===== src/rtl/morse_pkg.sv =====
// Shared types and constants for the Morse stream decoder: FSM states,
// the A-Z/0-9 code table, ASCII constants and the 7-segment glyph table.
package morse_pkg;

  typedef enum logic [1:0] {
    IDLE,
    MARK,
    GAP,
    WORD_WAIT
  } state_t;

  localparam logic [7:0] ASCII_SPACE = 8'h20;
  localparam logic [7:0] ASCII_QMARK = 8'h3F;
  localparam logic [6:0] SEG_BLANK   = 7'h7F;

  // {len[2:0], pattern[4:0]}; the first element sent sits in the highest used bit.
  localparam logic [7:0] CODE_TABLE [36] = '{
    8'b010_00001, 8'b100_01000, 8'b100_01010, 8'b011_00100, // A B C D
    8'b001_00000, 8'b100_00010, 8'b011_00110, 8'b100_00000, // E F G H
    8'b010_00000, 8'b100_00111, 8'b011_00101, 8'b100_00100, // I J K L
    8'b010_00011, 8'b010_00010, 8'b011_00111, 8'b100_00110, // M N O P
    8'b100_01101, 8'b011_00010, 8'b011_00000, 8'b001_00001, // Q R S T
    8'b011_00001, 8'b100_00001, 8'b011_00011, 8'b100_01001, // U V W X
    8'b100_01011, 8'b100_01100,                             // Y Z
    8'b101_11111, 8'b101_01111, 8'b101_00111, 8'b101_00011, // 0 1 2 3
    8'b101_00001, 8'b101_00000, 8'b101_10000, 8'b101_11000, // 4 5 6 7
    8'b101_11100, 8'b101_11110                              // 8 9
  };

  // Active-low glyphs, bit order {g,f,e,d,c,b,a}, for hex digits 0-F.
  localparam logic [6:0] SEG_GLYPH [16] = '{
    7'h40, 7'h79, 7'h24, 7'h30, 7'h19, 7'h12, 7'h02, 7'h78,
    7'h00, 7'h10, 7'h08, 7'h03, 7'h46, 7'h21, 7'h06, 7'h0E
  };

  function automatic logic [7:0] decode_char(input logic [3:0] len,
                                             input logic [4:0] pattern);
    logic [7:0] ch;
    ch = ASCII_QMARK;
    for (int i = 0; i < 36; i++) begin
      if (len <= 4'd5 && CODE_TABLE[i] == {len[2:0], pattern}) begin
        ch = (i < 26) ? 8'h41 + 8'(i) : 8'h30 + 8'(i - 26);
      end
    end
    return ch;
  endfunction

endpackage


===== src/rtl/morse_seg7_enc.sv =====
// Combinational ASCII to active-low 7-segment encoder: digits and A-F get
// hex glyphs, everything else is blank.
module morse_seg7_enc
  import morse_pkg::*;
(
  input  logic [7:0] char_code,
  output logic [6:0] seg
);

  logic [3:0] digit_idx;
  logic [3:0] hex_idx;

  assign digit_idx = 4'(char_code - 8'h30);
  assign hex_idx   = 4'(char_code - 8'h37);

  always_comb begin
    seg = SEG_BLANK;
    if (char_code >= 8'h30 && char_code <= 8'h39) begin
      seg = SEG_GLYPH[digit_idx];
    end else if (char_code >= 8'h41 && char_code <= 8'h46) begin
      seg = SEG_GLYPH[hex_idx];
    end
  end

endmodule


===== src/rtl/morse_stream_decoder.sv =====
// Decodes a keyed Morse line into a stream of ASCII characters with a
// valid/ready output. Optional 7-segment output: define MORSE_STREAM_SEG7_EN.
module morse_stream_decoder
  import morse_pkg::*;
#(
  parameter int DOT_CYCLES    = 1000,
  parameter int GLITCH_CYCLES = 2,
  parameter int MAX_LEN       = 6
) (
  input  logic       clk,
  input  logic       reset,
  input  logic       morse_in,
  output logic       out_valid,
  input  logic       out_ready,
  output logic [7:0] out_char,
  output logic       overflow
`ifdef MORSE_STREAM_SEG7_EN
  ,
  output logic [6:0] seg
`endif
);

  localparam int CW = $clog2(8 * DOT_CYCLES + 1);
  localparam logic [CW-1:0] CNT_SAT     = CW'(8 * DOT_CYCLES);
  localparam logic [CW-1:0] CNT_LETTER  = CW'(2 * DOT_CYCLES);
  localparam logic [CW-1:0] CNT_WORD    = CW'(6 * DOT_CYCLES);
  // The counter holds mark length minus one when MARK is left.
  localparam logic [CW-1:0] CNT_GLITCH  = CW'(GLITCH_CYCLES - 1);
  localparam logic [CW-1:0] CNT_DASH    = CW'(2 * DOT_CYCLES - 1);
  localparam logic [3:0]    LEN_MAX     = 4'(MAX_LEN);

  logic [1:0]         sync_q;
  logic               m;
  state_t             state, state_next, pre_state;
  logic [CW-1:0]      cnt;
  logic [MAX_LEN-1:0] pattern;
  logic [3:0]         len;
  logic               cnt_clr, take_elem, letter_end, word_end;
  logic               push, load;
  logic [7:0]         push_char;
  logic               hi_zero;

  // NOTE: registers use non-blocking assignments so every flop samples
  // pre-edge values regardless of process ordering.
  always_ff @(posedge clk) begin
    if (reset) sync_q <= '0;
    else       sync_q <= {sync_q[0], morse_in};
  end
  assign m = sync_q[1];

  always_ff @(posedge clk) begin
    if (reset) begin
      state     <= IDLE;
      pre_state <= IDLE;
    end else begin
      state <= state_next;
      if (state != MARK && state_next == MARK) pre_state <= state;
    end
  end

  // NOTE: every output of this block gets a default first so no path
  // through the case leaves a latch behind.
  always_comb begin
    state_next = state;
    cnt_clr    = 1'b0;
    take_elem  = 1'b0;
    letter_end = 1'b0;
    word_end   = 1'b0;
    case (state)
      IDLE: begin
        if (m) begin
          state_next = MARK;
          cnt_clr    = 1'b1;
        end
      end
      MARK: begin
        if (!m) begin
          cnt_clr = 1'b1;
          if (cnt < CNT_GLITCH) begin
            state_next = pre_state;
          end else begin
            state_next = GAP;
            take_elem  = 1'b1;
          end
        end
      end
      GAP: begin
        if (m) begin
          state_next = MARK;
          cnt_clr    = 1'b1;
        end else if (cnt == CNT_LETTER) begin
          state_next = WORD_WAIT;
          letter_end = 1'b1;
        end
      end
      WORD_WAIT: begin
        if (m) begin
          state_next = MARK;
          cnt_clr    = 1'b1;
        end else if (cnt == CNT_WORD) begin
          state_next = IDLE;
          word_end   = 1'b1;
        end
      end
      default: state_next = IDLE;
    endcase
  end

  always_ff @(posedge clk) begin
    if (reset)                              cnt <= '0;
    else if (cnt_clr)                       cnt <= '0;
    else if (state != IDLE && cnt != CNT_SAT) cnt <= cnt + CW'(1);
  end

  // Elements past MAX_LEN only bump the length, which forces '?' at letter end.
  always_ff @(posedge clk) begin
    if (reset || letter_end) begin
      pattern <= '0;
      len     <= '0;
    end else if (take_elem) begin
      if (len < LEN_MAX) begin
        pattern <= {pattern[MAX_LEN-2:0], (cnt >= CNT_DASH)};
        len     <= len + 4'd1;
      end else if (len == LEN_MAX) begin
        len <= LEN_MAX + 4'd1;
      end
    end
  end

  assign hi_zero   = (pattern >> 5) == '0;
  assign push      = letter_end | word_end;
  assign push_char = word_end ? ASCII_SPACE :
                     hi_zero  ? decode_char(len, pattern[4:0]) : ASCII_QMARK;
  assign load      = push && (!out_valid || out_ready);

  always_ff @(posedge clk) begin
    if (reset) begin
      out_valid <= 1'b0;
      out_char  <= ASCII_SPACE;
      overflow  <= 1'b0;
    end else if (push) begin
      if (load) begin
        out_char  <= push_char;
        out_valid <= 1'b1;
      end else begin
        overflow <= 1'b1;
      end
    end else if (out_valid && out_ready) begin
      out_valid <= 1'b0;
    end
  end

`ifdef MORSE_STREAM_SEG7_EN
  logic [6:0] seg_code;

  morse_seg7_enc u_seg7_enc (
    .char_code (push_char),
    .seg       (seg_code)
  );

  always_ff @(posedge clk) begin
    if (reset)     seg <= SEG_BLANK;
    else if (load) seg <= seg_code;
  end
`endif

endmodule


===== config.mk =====
export PLATFORM = sky130hd
export DESIGN_NAME = morse_stream_decoder
export DESIGN_NICKNAME = d
export VERILOG_FILES = /design/src/rtl/morse_pkg.sv /design/src/rtl/morse_seg7_enc.sv /design/src/rtl/morse_stream_decoder.sv
export SDC_FILE = /design/constraint.sdc
export NUM_CORES = 1
export LEC_CHECK = 0
export BUFFER_PORTS_ARGS = -buffer_cell sky130_fd_sc_hd__buf_2
export CORE_UTILIZATION = 45
export DETAILED_ROUTE_END_ITERATION = 6
export PLACE_DENSITY = 0.74
export SLEW_MARGIN = 25
export SYNTH_ARGS = -nofsm -noshare
export SYNTH_HDL_FRONTEND = slang
export SYNTH_SLANG_ARGS = --single-unit
export TNS_END_PERCENT = 50

===== constraint.sdc =====
create_clock -name clk -period 2.54 [get_ports clk]
set_clock_uncertainty 0.05 [all_clocks]
set_input_delay 0.254 -clock clk [delete_from_list [all_inputs] [get_ports clk]]
set_output_delay 0.254 -clock clk [all_outputs]
set_load 0.02 [all_outputs]

==> results of run 1 <==
## metal layers
metal | wire (um) | track usage [%] | vias up
li1 | - | - | 1171
met1 | 2680 | 29.5 | 1064
met2 | 2570 | 31.3 | 88
met3 | 326 | 4.40 | 6
met4 | 47 | 6.73 | 0
met5 | 0 | 0 | -
## sequential cells by signal, summed over array words and instances (netlist names)
name and cells:
overflow 1, sync_q 2, len 4, cnt 13
pattern 6, pre_state 2, out_char 7, state 2
out_valid 1
## area by class of cell
cell class / count / area [sq um]
clock buffers: 5 / 68.8
clock inverters: 3 / 68.8
fillers: 470 / 2470
inverters: 10 / 37.5
multi-input cells: 252 / 1610
flip-flops and latches: 38 / 761
well taps: 70 / 87.6
repair buffers: 22 / 135
## worst max path at each step
stage                          endpoint  slack [ps]  cells after the start
5_1_grt             cnt[3]$_SDFFE_PP0P_          10                      8
3_3_place_gp        cnt[4]$_SDFFE_PP0P_         360                      8
4_1_cts           overflow$_SDFFE_PP0P_         280                      7
3_5_place_dp   out_char[6]$_SDFFE_PP0P_         300                      8
6_report            cnt[4]$_SDFFE_PP0P_         300                      8
2_1_floorplan  out_char[6]$_SDFFE_PP0P_          10                     10
## critical path, stage by stage, from the launching register on
cell and delay, ps:
dfxtp_1 380, inv_1 80, ha_1 150, or3b_2 520, nor3_1 290, a31oi_1 270, nand4_1 180, xor2_1 150
nor2_1 50
## stage by stage
| stage | instance area [sq um] | power (uW) | hold slack, ps | utilization [%] |
|---|---|---|---|---|
| after global routing | 2770 | 1310 | 122 | 52.9 |
| after global placement | 2630 | 647 | 364 | 50.3 |
| final | 2770 | 1250 | 116 | 52.9 |
| after detailed placement | 2630 | 647 | 381 | 50.3 |
| after CTS | 2770 | 1270 | 113 | 52.9 |
| after floorplan | 2510 | 639 | 332 | - |
## kinds of logic (layout without fill, tap and decap cells)
| kind of cell | count (synthesis) | in the layout | share of synthesized area, % |
|---|---|---|---|
| and+or+nand+nor | 157 | 157 | 34.1 |
| AOI/OAI and AO/OA | 67 | 67 | 19.2 |
| DFF | 38 | 38 | 30.3 |
| buffers and inverters | 29 | 40 | 5.58 |
| xor gates and xnor gates | 13 | 13 | 4.53 |
| muxes | 8 | 8 | 3.19 |
| adders and majority gates | 6 | 6 | 2.99 |
| other | 1 | 1 | 0.149 |
## layout by cell type, fill, tap and decap left out, types with 5 or more instances in the layout
cell,instances
nand3_1,7
nor3b_1,5
buf_4,10
xnor2_1,6
dfxtp_1,38
a21oi_1,18
clkbuf_8,5
nor2_1,48
inv_1,10
o21ai_0,10
nand4_1,10
mux2i_1,8
xor2_1,7
nor3_1,15
ha_1,6
nand2_1,21
buf_2,12
nor2b_1,14
nand2b_1,6
a31oi_1,7
## power by group through the flow
stage / Clock [uW] / Sequential, uW / Combinational [uW]
after floorplan: 0 / 614 / 25.0
after global placement: 0 / 615 / 31.6
after detailed placement: 0 / 615 / 31.9
after CTS: 635 / 601 / 32.0
after global routing: 668 / 602 / 36.0
final: 621 / 601 / 31.8
==> results by group, run 1 <==
Yosys
  • Gate Count Post-Synth: 319
  • Sequential cell area fraction in the yosys report: between 30% and 40%
  • Fraction of registers with async set/reset: 0%
  • Most used DFF post-synth: dfxtp_1
  • Synth Cell Area: ~2500 sq um
  • Top-area cell type share of the netlist area: ~30%
  • Post-Syn Nets: 329
  • Synth area leaders: dfxtp_1 (30%), nor2_1 (7.2%), a21oi_1 (3.6%), nor2b_1 (3.5%), mux2i_1 (3.2%)
  • Register bit total from synthesis: 38
  • Netlist cell types: 63
  • Cell taking the most area after synthesis: dfxtp_1
  • Yosys synthesis warning count: 0
  • Most frequent cell after synthesis: nor2_1
  • Syn avg cell area: approximately 7.9 sq um
  • Top cells by count, synth: nor2_1 (48), dfxtp_1 (38), nand2_1 (21)
  • Post-synth EDFFs: 0

Critical path
  • Worst r2r src: cnt[0]$_SDFFE_PP0P_
  • Worst reg2reg endpoint: cnt[4]$_SDFFE_PP0P_
  • CP required: between 2000 and 3000 ps
  • Worst-case reg-to-reg path depth: 8
  • Worst Setup SP: cnt[0]$_SDFFE_PP0P_
  • CP Capture Type: flip-flop
  • Worst setup SP type: flip-flop
  • FF-to-FF setup slack: between 200 and 300 ps
  • Crit path DAT: between 2000 and 2500 ps
  • Kind of critical path: flip-flop to flip-flop
  • Crit-path max FO: 6

Finish
  • # diodes: 0
  • Layout cells sized above 1: between 10 and 15%
  • Area delta synth->final: 10.3%
  • Fin cells: 400
  • Final nets: between 300 and 400

CTS
  • Post-CTS Hold Fix Bufs: 0
  • CTS root buffer: clkbuf_8
  • CTS tree: done
  • CTS clock-pin slew for the worst setup and hold paths: ~80 ps
  • CTS Buf Count: 5
  • Post-CTS Resized: 0
  • Clk_lat worst skew: 290 ps
  • Clk buf depth: 2
  • TritonCTS Sinks: 38
  • Post-CTS Setup Repair Bufs: 0
  • H-Tree Level Count: 2

Drt
  • DR WL/cell: approximately 14 um
  • Iter 0 DRT Violations: 190
  • Detail Route Antenna Nets: 0
  • Vias: roughly 2300
  • Vias per inst: slightly below 6
  • Wirelength, routed: 5.62 mm
  • Number of iterations in the first detailed-routing pass: 5
  • Post-route DRC: 0

Place
  • Placed Cells: between 300 and 400
  • Routability cong.: 0.931
  • Pre-CTS setup slack: 304 ps
  • HPWL Detailed: between 4 and 5 mm
  • Port Buffer Count: 12

Power
  • P_leak: ~0.00099 uW
  • Comb pwr share: around 2.5%
  • Worst IR Drop VDD: about 0.38 mV
  • Power share of the clock group: 49.5%
  • PwrDens: between 400 and 500 nW/um^2
  • Pint: between 1000 and 1500 uW
  • P_sw: 252 uW
  • Seq pwr share: ~48%
  • Switching share of power: between 20% and 30%

Die
  • Die W: 76.7 um
  • Core area: around 5200 sq um
  • Starting Density: around 48%
  • Die Area: 5890 sq um
  • Die height: 76.7 um
  • I/O pins: 14
  • Row cnt: 26

STA
  • Max Transition Viols Final: 0
  • Actual slew at the worst max-slew pin: about 600 ps
  • Setup TNS: 0 ps
  • Max Clk Rate: around 0.45 GHz
  • Min cycle time layout: 2240 ps
  • RSZ-0062 raised after global routing: no
  • Endpoints failing setup: 0
  • Final hold viol count: 0
  • Final worst setup slack: just under 300 ps
  • Slew headroom: between 50% and 60%
  • Final period utilization: between 80 and 90%

Status
  • Outcome: finished clean

Global route
  • Initial antenna violation count: 0
  • Residual overflow from global routing: 0
  • Number of global-route vias before repair: 2118
  • First-pass GRT wire length: 10.1 mm
  • Gr usage total: approximately a fifth
  • Largest net degree at the start of global routing: 17

Run
  • Max_cap viols: 0

Hold path
  • Hold EP: sync_q[0]$_SDFF_PP0_
  • Worst hold start: morse_in
  • Hold Path Stages: 2
  • Min-Delay Path Class: input pin to flip-flop
(Power assumes the default switching activity.)
==> inputs of run 2 (changes only) <==
- CORE_ASPECT_RATIO: not set -> 0.5
==> results by group, run 2 (same netlist as run 1, synthesis figures left out) <==
Die
  • Die W: 108 um (+40%)
  • Core area: 5130 sq um (-2.0%)
  • Die height: 54.9 um (-29%)
  • I/O pins: 14 (unchanged)
  • Row cnt: 18 (-31%)
  • Die Area: 5910 sq um (+0.31%)
  • Starting Density: 49.0% (+0.96 points)

CTS
  • TritonCTS Sinks: 38 (unchanged)
  • CTS Buf Count: 5 (unchanged)
  • CTS clock-pin slew for the worst setup and hold paths: 80 ps (about the same)
  • CTS tree: done
  • Clk buf depth: 2 (unchanged)
  • Clk_lat worst skew: 300 ps (about the same)
  • CTS root buffer: clkbuf_8
  • H-Tree Level Count: 2 (unchanged)
  • Post-CTS Hold Fix Bufs: 0 (unchanged)

Finish
  • Layout cells sized above 1: 14.0% (+0.042 points)
  • Final nets: 339 (unchanged)
  • Biggest regs: cnt (13), out_char (7), pattern (6)
  • # diodes: 0 (unchanged)
  • Commonest cells after routing, fill and taps aside: nor2_1 (47), dfxtp_1 (38), nand2_1 (21)
  • Most common cell after layout, fill and taps aside: nor2_1
  • Number of flip-flops in the largest register: 13 (unchanged)
  • Area delta synth->final: 9.36%
  • Top reg by flops: cnt

Drt
  • Post-route DRC: 0 (unchanged)
  • Detail Route Antenna Nets: 0 (unchanged)
  • Iter 0 DRT Violations: 175 (-7.9%)
  • Vias: 2356 (+1.2%)
  • DR WL/cell: 14.5 um (+3.1%)
  • Number of iterations in the first detailed-routing pass: 4 (-1)
  • Vias per inst: 5.90 (+1.4%)
  • Wirelength, routed: 5.78 mm (+2.8%)

STA
  • RSZ-0062 raised after global routing: no
  • Max Clk Rate: 0.439 GHz (-1.4%)
  • Actual slew at the worst max-slew pin: 636 ps (+32.9 ps)
  • Fin Hold WS: 111 ps (-5.41 ps)
  • Final period utilization: 89.7% (+1.3 points)
  • Setup TNS: 0 ps (unchanged)
  • Min cycle time layout: 2280 ps (+32.8 ps)
  • Slew headroom: 57.5% (-2.2 points)
  • Max Transition Viols Final: 0 (unchanged)
  • Endpoints failing setup: 0 (unchanged)
  • Final hold viol count: 0 (unchanged)

Global route
  • First-pass GRT wire length: 9.87 mm (-2.3%)
  • Initial antenna violation count: 0 (unchanged)
  • Gr usage total: 21.9% (+1.0 points)
  • Number of global-route vias before repair: 2120 (+0.094%)
  • Largest net degree at the start of global routing: 19 (+2)
  • Residual overflow from global routing: 0 (unchanged)

Critical path
  • Worst setup SP type: flip-flop
  • Crit-path max FO: 16 (+10)
  • CP Capture Type: flip-flop
  • Kind of critical path: flip-flop to flip-flop
  • CP required: 2690 ps (+30 ps)
  • Crit path DAT: 2430 ps (+70 ps)

Status
  • Outcome: finished clean

Place
  • Routability cong.: 0.949 (+2.0%)
  • Port Buffer Count: 12 (unchanged)
  • HPWL Detailed: 4.32 mm (+3.8%)

Power
  • Worst IR Drop VDD: 0.199 mV (-48%)
  • P_leak: 0.000978 uW (-1.2%)
  • PwrDens: 424 nW/um^2 (-6.4%)

Hold path
  • Min-Delay Path Class: input pin to flip-flop

Run
  • Max_cap viols: 0 (unchanged)
==> run 2: critical path, stage by stage, from the launching register on <==
cell,delay (ps)
dfxtp_1,670
inv_1,150
nor2_1,260
a221oi_1,130
a311o_1,290
or4_1,430
a22o_1,190
==> run 2: where the power goes <==
group          switching (uW)  internal (uW)  leakage, uW
Sequential               3.27            598     0.000307
Clock                     218            314    0.0000573
Combinational            20.8           10.5     0.000614
Total                     242            923     0.000978
==> run 2: final cells by class <==
type / count / area, sq um
Fill cell: 480 / 2390
Multi-Input combinational cell: 252 / 1620
Sequential cell: 38 / 761
Timing Repair Buffer: 22 / 135
Tap cell: 70 / 87.6
Clock buffer: 6 / 82.6
Inverter: 10 / 37.5
Clock inverter: 1 / 30.0
==> run 2: worst paths after layout <==
| path | startpoint | endpoint | slack [ps] | cells after the start |
|---|---|---|---|---|
| max | pattern[1]$_SDFFE_PP0P_ | out_char[6]$_SDFFE_PP0P_ | 260 | 6 |
| min | morse_in | sync_q[0]$_SDFF_PP0_ | 110 | 2 |
| max reg2reg | pattern[1]$_SDFFE_PP0P_ | out_char[6]$_SDFFE_PP0P_ | 260 | 6 |
| min reg2reg | sync_q[0]$_SDFF_PP0_ | sync_q[1]$_SDFF_PP0_ | 390 | 1 |
==> run 2: metal layers <==
metal  track usage, %  part of all wire, %  vias up
li1                 -                    -     1173
met2             35.8                   45       58
met5                0                    0        -
met3             4.40                  4.1       18
met4             12.6                  2.8        0
met1             27.8                   49     1107
==> run 2: timing repair <==
action | 4_1_cts | 5_1_grt
setup buffers | 0 | 1
gates resized for setup | 0 | 1
setup endpoints to repair | 0 | 1
==> run 2: metrics by stage <==
stage / util, % / instance area [sq um] / total power, uW / setup WS [ps] / instances
after floorplan: - / 2510 / 639 / 9.98 / 319
after global placement: 51.1 / 2630 / 646 / 272 / 391
after detailed placement: 51.1 / 2630 / 646 / 222 / 391
after CTS: 53.3 / 2740 / 1170 / 213 / 398
after global routing: 53.5 / 2750 / 1190 / 60.4 / 399
final: 53.5 / 2750 / 1160 / 262 / 399
